**src/rtl/aes_sbox_sched.sv**
```systemverilog
// Round-robin scheduler sharing one pipelined masked AES S-box between the state (port 0)
// and key-schedule (port 1) paths. Shares pass through untouched; they are never recombined here.
module aes_sbox_sched #(
    parameter int SHARES  = 2,
    parameter int LATENCY = 4,
    parameter int TAGW    = 4
) (
    input  logic                  ClkxCI,
    input  logic                  RstxBI,
    input  logic                  FlushxSI,
    input  logic                  Req0xSI,
    input  logic [TAGW-1:0]       Tag0xDI,
    input  logic [8*SHARES-1:0]   X0xDI,
    output logic                  Gnt0xSO,
    input  logic                  Req1xSI,
    input  logic [TAGW-1:0]       Tag1xDI,
    input  logic [8*SHARES-1:0]   X1xDI,
    output logic                  Gnt1xSO,
    output logic [8*SHARES-1:0]   SboxXxDO,
    input  logic [8*SHARES-1:0]   SboxQxDI,
    output logic                  RandEnxSO,
    output logic                  Rsp0xSO,
    output logic                  Rsp1xSO,
    output logic [TAGW-1:0]       RspTagxDO,
    output logic [8*SHARES-1:0]   RspQxDO,
    output logic                  BusyxSO
);
    localparam int W = 8 * SHARES;

    typedef struct packed {
        logic            v;
        logic            id;
        logic [TAGW-1:0] tag;
    } slot_t;

    // Stage 0 is loaded together with SboxXxDO; the tail lines up with SboxQxDI.
    slot_t [LATENCY-1:0] line_q, line_d;

    logic [W-1:0]    sbox_x_q, sbox_x_d;
    logic [W-1:0]    rspq_q, rspq_d;
    logic [TAGW-1:0] rsp_tag_q, rsp_tag_d;
    logic            rand_en_q, rand_en_d;
    logic            rsp0_q, rsp0_d;
    logic            rsp1_q, rsp1_d;
    logic            last_q, last_d;
    logic            gnt0, gnt1;
    logic            tail_live;
    logic            busy;
    slot_t           issue;

    // NOTE: every signal driven here gets a default first, so no path can leave it unassigned and infer a latch.
    always_comb begin
        gnt0      = 1'b0;
        gnt1      = 1'b0;
        last_d    = last_q;
        sbox_x_d  = '0;
        rand_en_d = 1'b0;
        issue     = '0;
        line_d    = '0;

        if (!FlushxSI) begin
            gnt0 = Req0xSI && (!Req1xSI || last_q);
            gnt1 = Req1xSI && (!Req0xSI || !last_q);
        end

        if (gnt0) begin
            last_d    = 1'b0;
            sbox_x_d  = X0xDI;
            rand_en_d = 1'b1;
            issue     = '{v: 1'b1, id: 1'b0, tag: Tag0xDI};
        end else if (gnt1) begin
            last_d    = 1'b1;
            sbox_x_d  = X1xDI;
            rand_en_d = 1'b1;
            issue     = '{v: 1'b1, id: 1'b1, tag: Tag1xDI};
        end

        line_d[0] = issue;
        for (int i = 1; i < LATENCY; i++) begin
            line_d[i] = line_q[i-1];
        end
        // Flushed bytes keep draining through the S-box, but lose their valid bit.
        if (FlushxSI) begin
            for (int i = 0; i < LATENCY; i++) begin
                line_d[i].v = 1'b0;
            end
        end

        tail_live = line_q[LATENCY-1].v && !FlushxSI;
        rsp0_d    = tail_live && !line_q[LATENCY-1].id;
        rsp1_d    = tail_live && line_q[LATENCY-1].id;
        rsp_tag_d = tail_live ? line_q[LATENCY-1].tag : '0;
        rspq_d    = tail_live ? SboxQxDI : '0;
    end

    always_comb begin
        busy = 1'b0;
        for (int i = 0; i < LATENCY; i++) begin
            busy = busy | line_q[i].v;
        end
    end

    // NOTE: state registers use non-blocking assignments so all flops update from the same pre-edge values.
    always_ff @(posedge ClkxCI or negedge RstxBI) begin
        if (!RstxBI) begin
            line_q    <= '0;
            sbox_x_q  <= '0;
            rand_en_q <= 1'b0;
            rsp0_q    <= 1'b0;
            rsp1_q    <= 1'b0;
            rsp_tag_q <= '0;
            rspq_q    <= '0;
            last_q    <= 1'b1;
        end else begin
            line_q    <= line_d;
            sbox_x_q  <= sbox_x_d;
            rand_en_q <= rand_en_d;
            rsp0_q    <= rsp0_d;
            rsp1_q    <= rsp1_d;
            rsp_tag_q <= rsp_tag_d;
            rspq_q    <= rspq_d;
            last_q    <= last_d;
        end
    end

    assign Gnt0xSO   = gnt0;
    assign Gnt1xSO   = gnt1;
    assign SboxXxDO  = sbox_x_q;
    assign RandEnxSO = rand_en_q;
    assign Rsp0xSO   = rsp0_q;
    assign Rsp1xSO   = rsp1_q;
    assign RspTagxDO = rsp_tag_q;
    assign RspQxDO   = rspq_q;
    assign BusyxSO   = busy;

endmodule

```
**config.mk**
```make
export PLATFORM = sky130hd
export DESIGN_NAME = aes_sbox_sched
export DESIGN_NICKNAME = d
export VERILOG_FILES = /design/src/rtl/aes_sbox_sched.sv
export SDC_FILE = /design/constraint.sdc
export NUM_CORES = 1
export LEC_CHECK = 0
export ABC_CLOCK_PERIOD_IN_PS = 2700
export BUFFER_PORTS_ARGS = -buffer_cell sky130_fd_sc_hd__buf_2
export CAP_MARGIN = 20
export CORE_ASPECT_RATIO = 1.5
export CORE_UTILIZATION = 51
export CTS_CLUSTER_SIZE = 10
export DETAILED_ROUTE_END_ITERATION = 6
export PLACE_DENSITY = 0.84
export SYNTH_ARGS = -nofsm -noshare
export SYNTH_HDL_FRONTEND = slang
export SYNTH_SLANG_ARGS = --single-unit
```
**constraint.sdc**
```tcl
create_clock -name ClkxCI -period 2.7 [get_ports ClkxCI]
set_input_delay 0.135 -clock ClkxCI [delete_from_list [all_inputs] [get_ports ClkxCI]]
set_output_delay 0.135 -clock ClkxCI [all_outputs]
set_load 0.05 [all_outputs]
```
==> impl_metrics.ini, run 1 <==
[run_status]
outcome = completed

[clock_network]
cts_resized = 0
clk_latency_ns = 0.33
numCtsBuffers = 9
root_buffer = clkbuf_8
path_clk_slew_ns = 0.07
cts_tree = done
htree_levels = 3
cts_setup_buffers = 0
clock-sinks = 64
hold_buffers = 13
clock_path_buffers = 2

[drt]
wire_per_inst_um = 13.3
drt-total-wl_mm = 4.80
post_drt_via_cell_ratio = 4.81
drc = 0
vias = 1742
wl_met1_mm = 1.70
ant_nets = 0
wl_met3_um = 438
highest_layer = met4
wl_met2_mm = 2.54
first_pass_iters = 4
first_iter_violations = 47

[timing]
tightest_slew_ns = 0.938
setup_viol = 0
skew_ns = 0.00483
period_share = 0.701
hold_viol = 0
slew_headroom = 0.373
fin_crit_ns = 1.89
finalSetupTns_ns = 0
grt_setup_unrepaired = no
drv_slew = 0
max_freq_ghz = 0.529

[power_and_ir_drop]
netSwitchingFraction = 0.261
clkPwrFrac = 0.394
p_leak_nw = 1.75
peakVddDrop_mv = 0.510
p_per_area_nw_per_um2 = 658
intPower_mw = 1.65
seq_power_share = 0.460
comb_power_share = 0.146
p_sw_uw = 581

[hold_path]
min_from = SboxQxDI[10]
holdPathStages = 2
min_path_type = input pin to register
min_to = RspQxDO[10]$_DFF_PN0_

[worst_setup_path]
path_cells = a21bo_2, nor2_1, buf_2
timing.rr.end = SboxXxDO[8]$_DFF_PN0_
setup.worst_path.class = register to output pin
cp_max_fo = 22
critPathArrivalTime_ns = 1.76
cp-end-kind = output pin
r2r_start = last_q$_DFFE_PN1P_
cpPeakStageDelay_ns = 0.56
cp-start-kind = register
reg2reg_depth = 2
crit_path_top_delay_cell = dfstp_2
cp.required_ns = 2.57
r2r_setup_slack_ns = 1.27

[placed_design]
dp_cells = 333
portBuffers = 102
routabilityCongestion = 0.713
dp_hpwl_mm = 3.26

[logic_synthesis]
synth-seq-cells = 64
synth.cell_area_um2 = 2510
synth_cell_types = 18
yosysWarnings = 0
syn_area_per_cell_um2 = 14.3
ys_seq_area_frac = 0.639
netlist_instances = 176
syn-num-nets = 237

[finish]
n_antenna_cell = 0
fin_nets = 354
area_delta_synth_final_pct = 34.9
fin_cells = 362
final_util = 0.733
drive_above_1_share = 0.487

[floorplan]
pin_count = 103
start_util = 0.543
die_area_um2 = 5210
core_area_um2 = 4620
die_height_um = 87.9
die_w_um = 59.3
fp-row-count = 30

[global_routing]
grt_max_degree = 52
track_usage = 0.210
grt_overflow = 0
grt_pass1_vias = 1843
grt_pass1_wl_mm = 7.81
antenna_found_initial = 0

[flow_run]
maxCapViolCount = 0
## worst max path at each step
| stage | end | from | slack [ns] |
|---|---|---|---|
| global route | Gnt1xSO | last_q$_DFFE_PN1P_ | 0.71 |
| detailed placement | RspQxDO[2]$_DFF_PN0_ | FlushxSI | 1.12 |
| CTS | Gnt1xSO | last_q$_DFFE_PN1P_ | 0.77 |
| floorplan | Gnt0xSO | last_q$_DFFE_PN1P_ | 0.77 |
| global placement | RspQxDO[11]$_DFF_PN0_ | FlushxSI | 1.17 |
| finish | Gnt1xSO | last_q$_DFFE_PN1P_ | 0.81 |
## per-stage QoR
step                hold slack (ns)  area [um2]  power [mW]  worst slack, ns
global placement              0.246        3030        1.35             1.17
CTS                         0.00462        3380        2.27            0.770
detailed placement            0.259        3030        1.36             1.12
finish                       0.0161        3380        2.23            0.808
floorplan                    -0.161        2510        1.26            0.774
global route                 0.0153        3380        2.33            0.705
## worst max-delay path: cells and delay by family (launching register included)
kind,cells,cell delay [ns]
flops,1,0.56
compound gates,1,0.55
buf+inv,1,0.23
simple gates,1,0.08
## sequential cells by signal, indices dropped and copies added (netlist names)
signal and cells:
RspQxDO 16, Rsp1xSO 1, last_q 1, SboxXxDO 16, Rsp0xSO 1, RspTagxDO 4, RandEnxSO 1, line_q 9
line_d 15
## placed cells by master, fill, tap and decap left out, types with 2 or more instances in the layout
cell and instances:
clkbuf_8 9, o32ai_2 20, nor2_1 5, dfrtp_1 63
dlygate4sd3_1 13, buf_2 102, bufinv_16 2, buf_4 4
clkinvlp_4 3, nand2b_1 40, and2_1 21, nor2b_1 6
## power groups by stage
stage / Combinational [mW] / Sequential [mW] / Clock, mW
2_1_floorplan: 0.140 / 1.12 / 0
3_3_place_gp: 0.310 / 1.04 / 0
3_5_place_dp: 0.315 / 1.04 / 0
4_1_cts: 0.331 / 1.03 / 0.909
5_1_grt: 0.351 / 1.03 / 0.944
6_report: 0.326 / 1.03 / 0.877
## cells by family (layout without fill, tap and decap cells)
group                  count (synthesis)  in the layout  synth area share
flip-flops                            64             64             0.639
AND/OR/NAND/NOR                       76             76             0.185
AO/OA/AOI/OAI                         22             22             0.137
buffers and inverters                 14            136            0.0394
## Yosys cell counts
cell,number,area share
nand2b_1,40,0.10
or4_1,1,0.0030
clkbuf_1,3,0.0045
buf_2,4,0.0080
buf_6,5,0.022
o32ai_2,20,0.13
nor2b_1,6,0.015
inv_1,1,0.0015
nor2_1,5,0.0075
dfstp_2,1,0.010
o22a_1,1,0.0035
buf_4,1,0.0030
dfrtp_1,63,0.63
nand2_1,1,0.0015
and2_1,21,0.052
nor3_1,1,0.0020
a21bo_2,1,0.0040
nor2b_2,1,0.0035
## metal layers
metal,vias to the layer above,global-route usage
li1,819,-
met1,815,0.202
met2,96,0.374
met3,12,0.0783
met4,0,0.117
met5,-,0
## area by class of cell
type | count | area, um2
well taps | 64 | 80.1
flip-flops and latches | 64 | 1600
fillers | 345 | 1230
repair buffers | 119 | 671
inverters | 1 | 3.75
clock inverters | 7 | 96.3
multi-input cells | 98 | 807
clock buffers | 9 | 124
Power figures use the tool's default switching activity.
==> run 2: changes to the inputs <==
ABC_AREA = 1   (was unset)
ABC_CLOCK_PERIOD_IN_PS = 1600   (was 2700)
CORE_UTILIZATION = 41   (was 51)
PLACE_DENSITY = 0.74   (was 0.84)
clock period = 1.6 ns   (was 2.7 ns; I/O delays follow)
==> impl_metrics.ini, run 2 <==
[clock_network]
clock_path_buffers = 2
htree_levels = 3
numCtsBuffers = 9
cts_setup_buffers = 0
clk_latency_ns = 0.33
clock-sinks = 64
path_clk_slew_ns = 0.06
root_buffer = clkbuf_8
cts_tree = done

[logic_synthesis]
synth_top_area_frac = 0.707
synth_edf_count = 0
syn-num-nets = 265
yosysWarnings = 0
synth_ff_type = dfrtp_1
post_synth_main_area_contributors = dfrtp_1 (71%), nand4_1 (5.6%), nand3_1 (5.2%)
netlist_instances = 204
synth-seq-cells = 64
synth.cell_area_um2 = 2230
synth_top_area_cell = dfrtp_1
syn_area_per_cell_um2 = 10.9
ys_seq_area_frac = 0.718
synth-async-reset-ratio = 1.00
yosysMostFrequentCell = dfrtp_1
synth_cell_types = 12
synth_commonest_cells = dfrtp_1 (63), inv_1 (28), nand2_1 (27), nor2_1 (27), nand3_1 (23)

[timing]
setup_viol = 0
hold_viol = 0
drv_slew = 0
postLayoutSetupSlackWorst_ns = 0.164
grt_setup_unrepaired = no
tightest_slew_ns = 0.475
max_freq_ghz = 0.696
fin_crit_ns = 1.44
period_share = 0.898
skew_ns = 0.00752
slew_headroom = 0.683
finalSetupTns_ns = 0

[worst_setup_path]
cp.required_ns = 1.52
critPathArrivalTime_ns = 1.36
cp_max_fo = 3
cp-end-kind = output pin
setup.worst_path.class = register to output pin
cp-start-kind = register
reg2reg_depth = 5

[placed_design]
routabilityCongestion = 0.727
place_ws_ns = 0.500
dp_hpwl_mm = 3.17
portBuffers = 102

[drt]
first_pass_iters = 4
post_drt_via_cell_ratio = 4.58
first_iter_violations = 58
wire_per_inst_um = 12.4
vias = 2018
drt-total-wl_mm = 5.47
drc = 0
ant_nets = 0

[run_status]
outcome = completed

[flow_run]
maxCapViolCount = 0

[finish]
final_util = 0.689
n_antenna_cell = 0
drive_above_1_share = 0.338
layout_common_cells = buf_2 (102), dfrtp_1 (63), dlygate4sd3_1 (56), inv_1 (28)
area_delta_synth_final_pct = 60.7
fin_nets = 429
final_common_cell = buf_2

[floorplan]
die_height_um = 92.3
die_area_um2 = 5750
fp-row-count = 32
pin_count = 103
core_area_um2 = 5200
die_w_um = 62.2
start_util = 0.429

[power_and_ir_drop]
p_per_area_nw_per_um2 = 1020
peakVddDrop_mv = 0.882
p_leak_nw = 2.07

[global_routing]
grt_pass1_vias = 2034
grt_overflow = 0
busiest_layer = met2
antenna_found_initial = 0
track_usage = 0.210
grt_max_degree = 35
grt_pass1_wl_mm = 8.87
grtUsageMet2 = 0.383
use_met3 = 0.0628
use_met1 = 0.197

[hold_path]
holdPathStages = 3
min_path_type = input pin to register
## run 2: changes by cell type in the layout (fill, tap and decap cells not counted), moves of 21 or more
cell and delta:
and2_1 -21, dlygate4sd3_1 +43, inv_1 +27, nand2_1 +26
nand2b_1 -40, nand3_1 +23, nor2_1 +22
## run 2: kinds of logic after synthesis
| family | share of synthesized area |
|---|---|
| and+or+nand+nor | 0.201 |
| DFF | 0.718 |
| buffers and inverters | 0.0780 |
| AOI/OAI and AO/OA | 0.00224 |
## run 2: worst paths after layout
| path | from | endpoint | slack, ns |
|---|---|---|---|
| max | last_q$_DFFE_PN1P_ | Gnt1xSO | 0.16 |
| max in group asynchronous | RstxBI | last_q$_DFFE_PN1P_ | 0.74 |
| min reg2reg | line_d[16]$_DFF_PN0_ | line_d[22]$_DFF_PN0_ | 0.34 |
| min | X1xDI[10] | SboxXxDO[10]$_DFF_PN0_ | 0.02 |
| min in group asynchronous | RstxBI | RspQxDO[2]$_DFF_PN0_ | 0.24 |
| max reg2reg | last_q$_DFFE_PN1P_ | SboxXxDO[12]$_DFF_PN0_ | 0.45 |
## run 2: report_power, final
| part | switching [mW] | internal (mW) | total (mW) |
|---|---|---|---|
| clock network | 0.559 | 0.800 | 1.36 |
| registers | 0.0219 | 1.70 | 1.72 |
| logic | 0.341 | 0.221 | 0.562 |
## run 2: area by class of cell
cell class,count,area [um2]
clock buffers,13,159
well taps,68,85.1
flip-flops and latches,64,1600
clock inverters,3,40.0
inverters,29,109
multi-input cells,99,454
repair buffers,165,1140
fillers,405,1620
## run 2: worst max-delay path: stages, from the launching register on
cell,delay [ns]
dfstp_2,0.54
nand2_1,0.09
nand3_1,0.13
inv_1,0.06
buf_2,0.21
## run 2: routing by layer
| layer | part of all wire | routed length [um] |
|---|---|---|
| met2 | 0.56 | 3070 |
| met3 | 0.054 | 293 |
| met5 | 0 | 0 |
| met1 | 0.34 | 1870 |
| met4 | 0.043 | 233 |
## run 2: timing repair
action | 4_1_cts | 5_1_grt
endpoints found under the hold margin | 58 | 0
resized for setup | 0 | 0
hold buffers | 56 | 0
## run 2: stage by stage
stage / instances / area [um2] / hold WS [ns] / power, mW
after floorplan: 204 / 2230 / -0.216 / 2.01
after global placement: 369 / 2830 / 0.0643 / 2.19
after detailed placement: 369 / 2830 / 0.0669 / 2.20
after CTS: 441 / 3590 / 0.00368 / 3.68
after global routing: 441 / 3590 / 0.0214 / 3.81
final: 441 / 3590 / 0.0247 / 3.64
==> run 3: changes to the inputs <==
CORE_MARGIN = 5   (was unset)
==> impl_metrics.ini, run 3 (synthesized netlist as in run 2, its figures left out) <==
[timing]
skew_ns = 0.00819
grt_setup_unrepaired = no
slew_headroom = 0.652
setup_viol = 0
max_freq_ghz = 0.674
fin_crit_ns = 1.48
hold_viol = 0
postLayoutSetupSlackWorst_ns = 0.117
drv_slew = 0
tightest_slew_ns = 0.522
period_share = 0.927
finalSetupTns_ns = 0

[drt]
ant_nets = 0
drc = 0
wl_met3_um = 259
highest_layer = met4
first_iter_violations = 76
first_pass_iters = 4
wl_met1_mm = 1.99
wl_met2_mm = 3.21
vias = 1947
wire_per_inst_um = 13.1
post_drt_via_cell_ratio = 4.54
drt-total-wl_mm = 5.61

[worst_setup_path]
cp.required_ns = 1.52
setup.worst_path.class = register to output pin
reg2reg_depth = 4
crit_start = last_q$_DFFE_PN1P_
path_cells = nand2_2, nand3_1, inv_1, buf_2
r2r_start = last_q$_DFFE_PN1P_
crit_path_top_delay_cell = dfstp_2
crit_cells = 4
r2r_setup_slack_ns = 0.40
path_buf_inv = 2
cp-end-kind = output pin
cp_max_fo = 10
crit_end = Gnt1xSO
cp-start-kind = register
critPathArrivalTime_ns = 1.40
cpPeakStageDelay_ns = 0.55
timing.rr.end = SboxXxDO[14]$_DFF_PN0_
critPathTopFamily = flip-flops

[power_and_ir_drop]
p_per_area_nw_per_um2 = 1040
comb_power_share = 0.148
intPower_mw = 2.70
p_total_mw = 3.61
p_leak_nw = 2.01
peakVddDrop_mv = 0.646
clkPwrFrac = 0.375
netSwitchingFraction = 0.253
p_sw_uw = 911
seq_power_share = 0.477

[placed_design]
portBuffers = 102
routabilityCongestion = 0.724
place_ws_ns = 0.341
dp_hpwl_mm = 3.69
place_area_um2 = 2820

[flow_run]
maxCapViolCount = 0

[floorplan]
start_util = 0.416
fp-row-count = 33
die_w_um = 70.2
die_height_um = 100
pin_count = 103
core_area_um2 = 5370
die_area_um2 = 7050

[clock_network]
clock_path_buffers = 2
path_clk_slew_ns = 0.06
clock-sinks = 64
clk_latency_ns = 0.33
cts_setup_buffers = 0
cts_tree = done
root_buffer = clkbuf_8
htree_levels = 3
numCtsBuffers = 9

[finish]
drive_above_1_share = 0.351
postLayoutCellArea_um2 = 3450
layout_common_cells = buf_2 (102), dfrtp_1 (63), dlygate4sd3_1 (43), inv_1 (28), nor2_1 (27)
n_antenna_cell = 0
fin_nets = 415
area_delta_synth_final_pct = 54.8
final_common_cell = buf_2
fillers = 476

[global_routing]
grt_overflow = 0
grt_pass1_vias = 2049
track_usage = 0.166
antenna_found_initial = 0
grt_pass1_wl_mm = 8.96
grt_max_degree = 43

[hold_path]
min_path_type = input pin to register

[run_status]
outcome = completed
run 3: changes by cell type in the layout (fill, tap and decap cells not counted), sizes merged:
| cell | delta |
|---|---|
| dlygate4sd3 | -13 |
| buf | -1 |
run 3: power groups by stage:
stage	clock (mW)	combinational (mW)	sequential, mW
finish	1.35	0.533	1.72
global route	1.46	0.576	1.73
CTS	1.40	0.533	1.72
detailed placement	0	0.449	1.75
global placement	0	0.444	1.75
floorplan	0	0.136	1.88
run 3: metrics by stage:
| stage | utilization | instances | hold WS [ns] |
|---|---|---|---|
| detailed placement | 0.526 | 370 | 0.0918 |
| finish | 0.643 | 429 | 0.0175 |
| CTS | 0.643 | 429 | 0.000735 |
| global route | 0.643 | 429 | 0.0134 |
| floorplan | - | 204 | -0.216 |
| global placement | 0.526 | 370 | 0.0821 |
run 3: worst min-delay path by stage:
| stage | start | end | cells after the start |
|---|---|---|---|
| after global routing | X0xDI[14] | SboxXxDO[14]$_DFF_PN0_ | 3 |
| after floorplan | RstxBI | RandEnxSO$_DFF_PN0_ | 0 |
| final | X1xDI[0] | SboxXxDO[0]$_DFF_PN0_ | 3 |
| after global placement | RstxBI | Rsp1xSO$_DFF_PN0_ | 1 |
| after CTS | X1xDI[2] | SboxXxDO[2]$_DFF_PN0_ | 3 |
| after detailed placement | RstxBI | RspQxDO[3]$_DFF_PN0_ | 1 |
run 3: timing repair:
action | 4_1_cts | 5_1_grt
setup endpoints to repair | 1 | 0
resized for setup | 1 | 0
hold buffers | 43 | 0
endpoints found under the hold margin | 59 | 0
run 3: tightest hold or removal path, delay by kind of cell:
kind / cells / cell delay (ns)
buffers and inverters: 1 / 0.09
and+or+nand+nor: 2 / 0.12
run 3: area by class of cell:
| cell class | count | area (um2) | share of cell area |
|---|---|---|---|
| clock buffer | 13 | 159 | 0.0460 |
| clock inverter | 3 | 40.0 | 0.0116 |
| inverter | 29 | 109 | 0.0315 |
| multi-input combinational | 99 | 457 | 0.132 |
| sequential | 64 | 1600 | 0.464 |
| tap | 70 | 87.6 | 0.0254 |
| timing repair buffer | 151 | 998 | 0.289 |
run 3: layer usage:
| metal | up-vias | global-route usage |
|---|---|---|
| li1 | 938 | - |
| met1 | 928 | 0.169 |
| met2 | 68 | 0.306 |
| met3 | 13 | 0.0391 |
| met4 | 0 | 0.0973 |
| met5 | - | 0 |
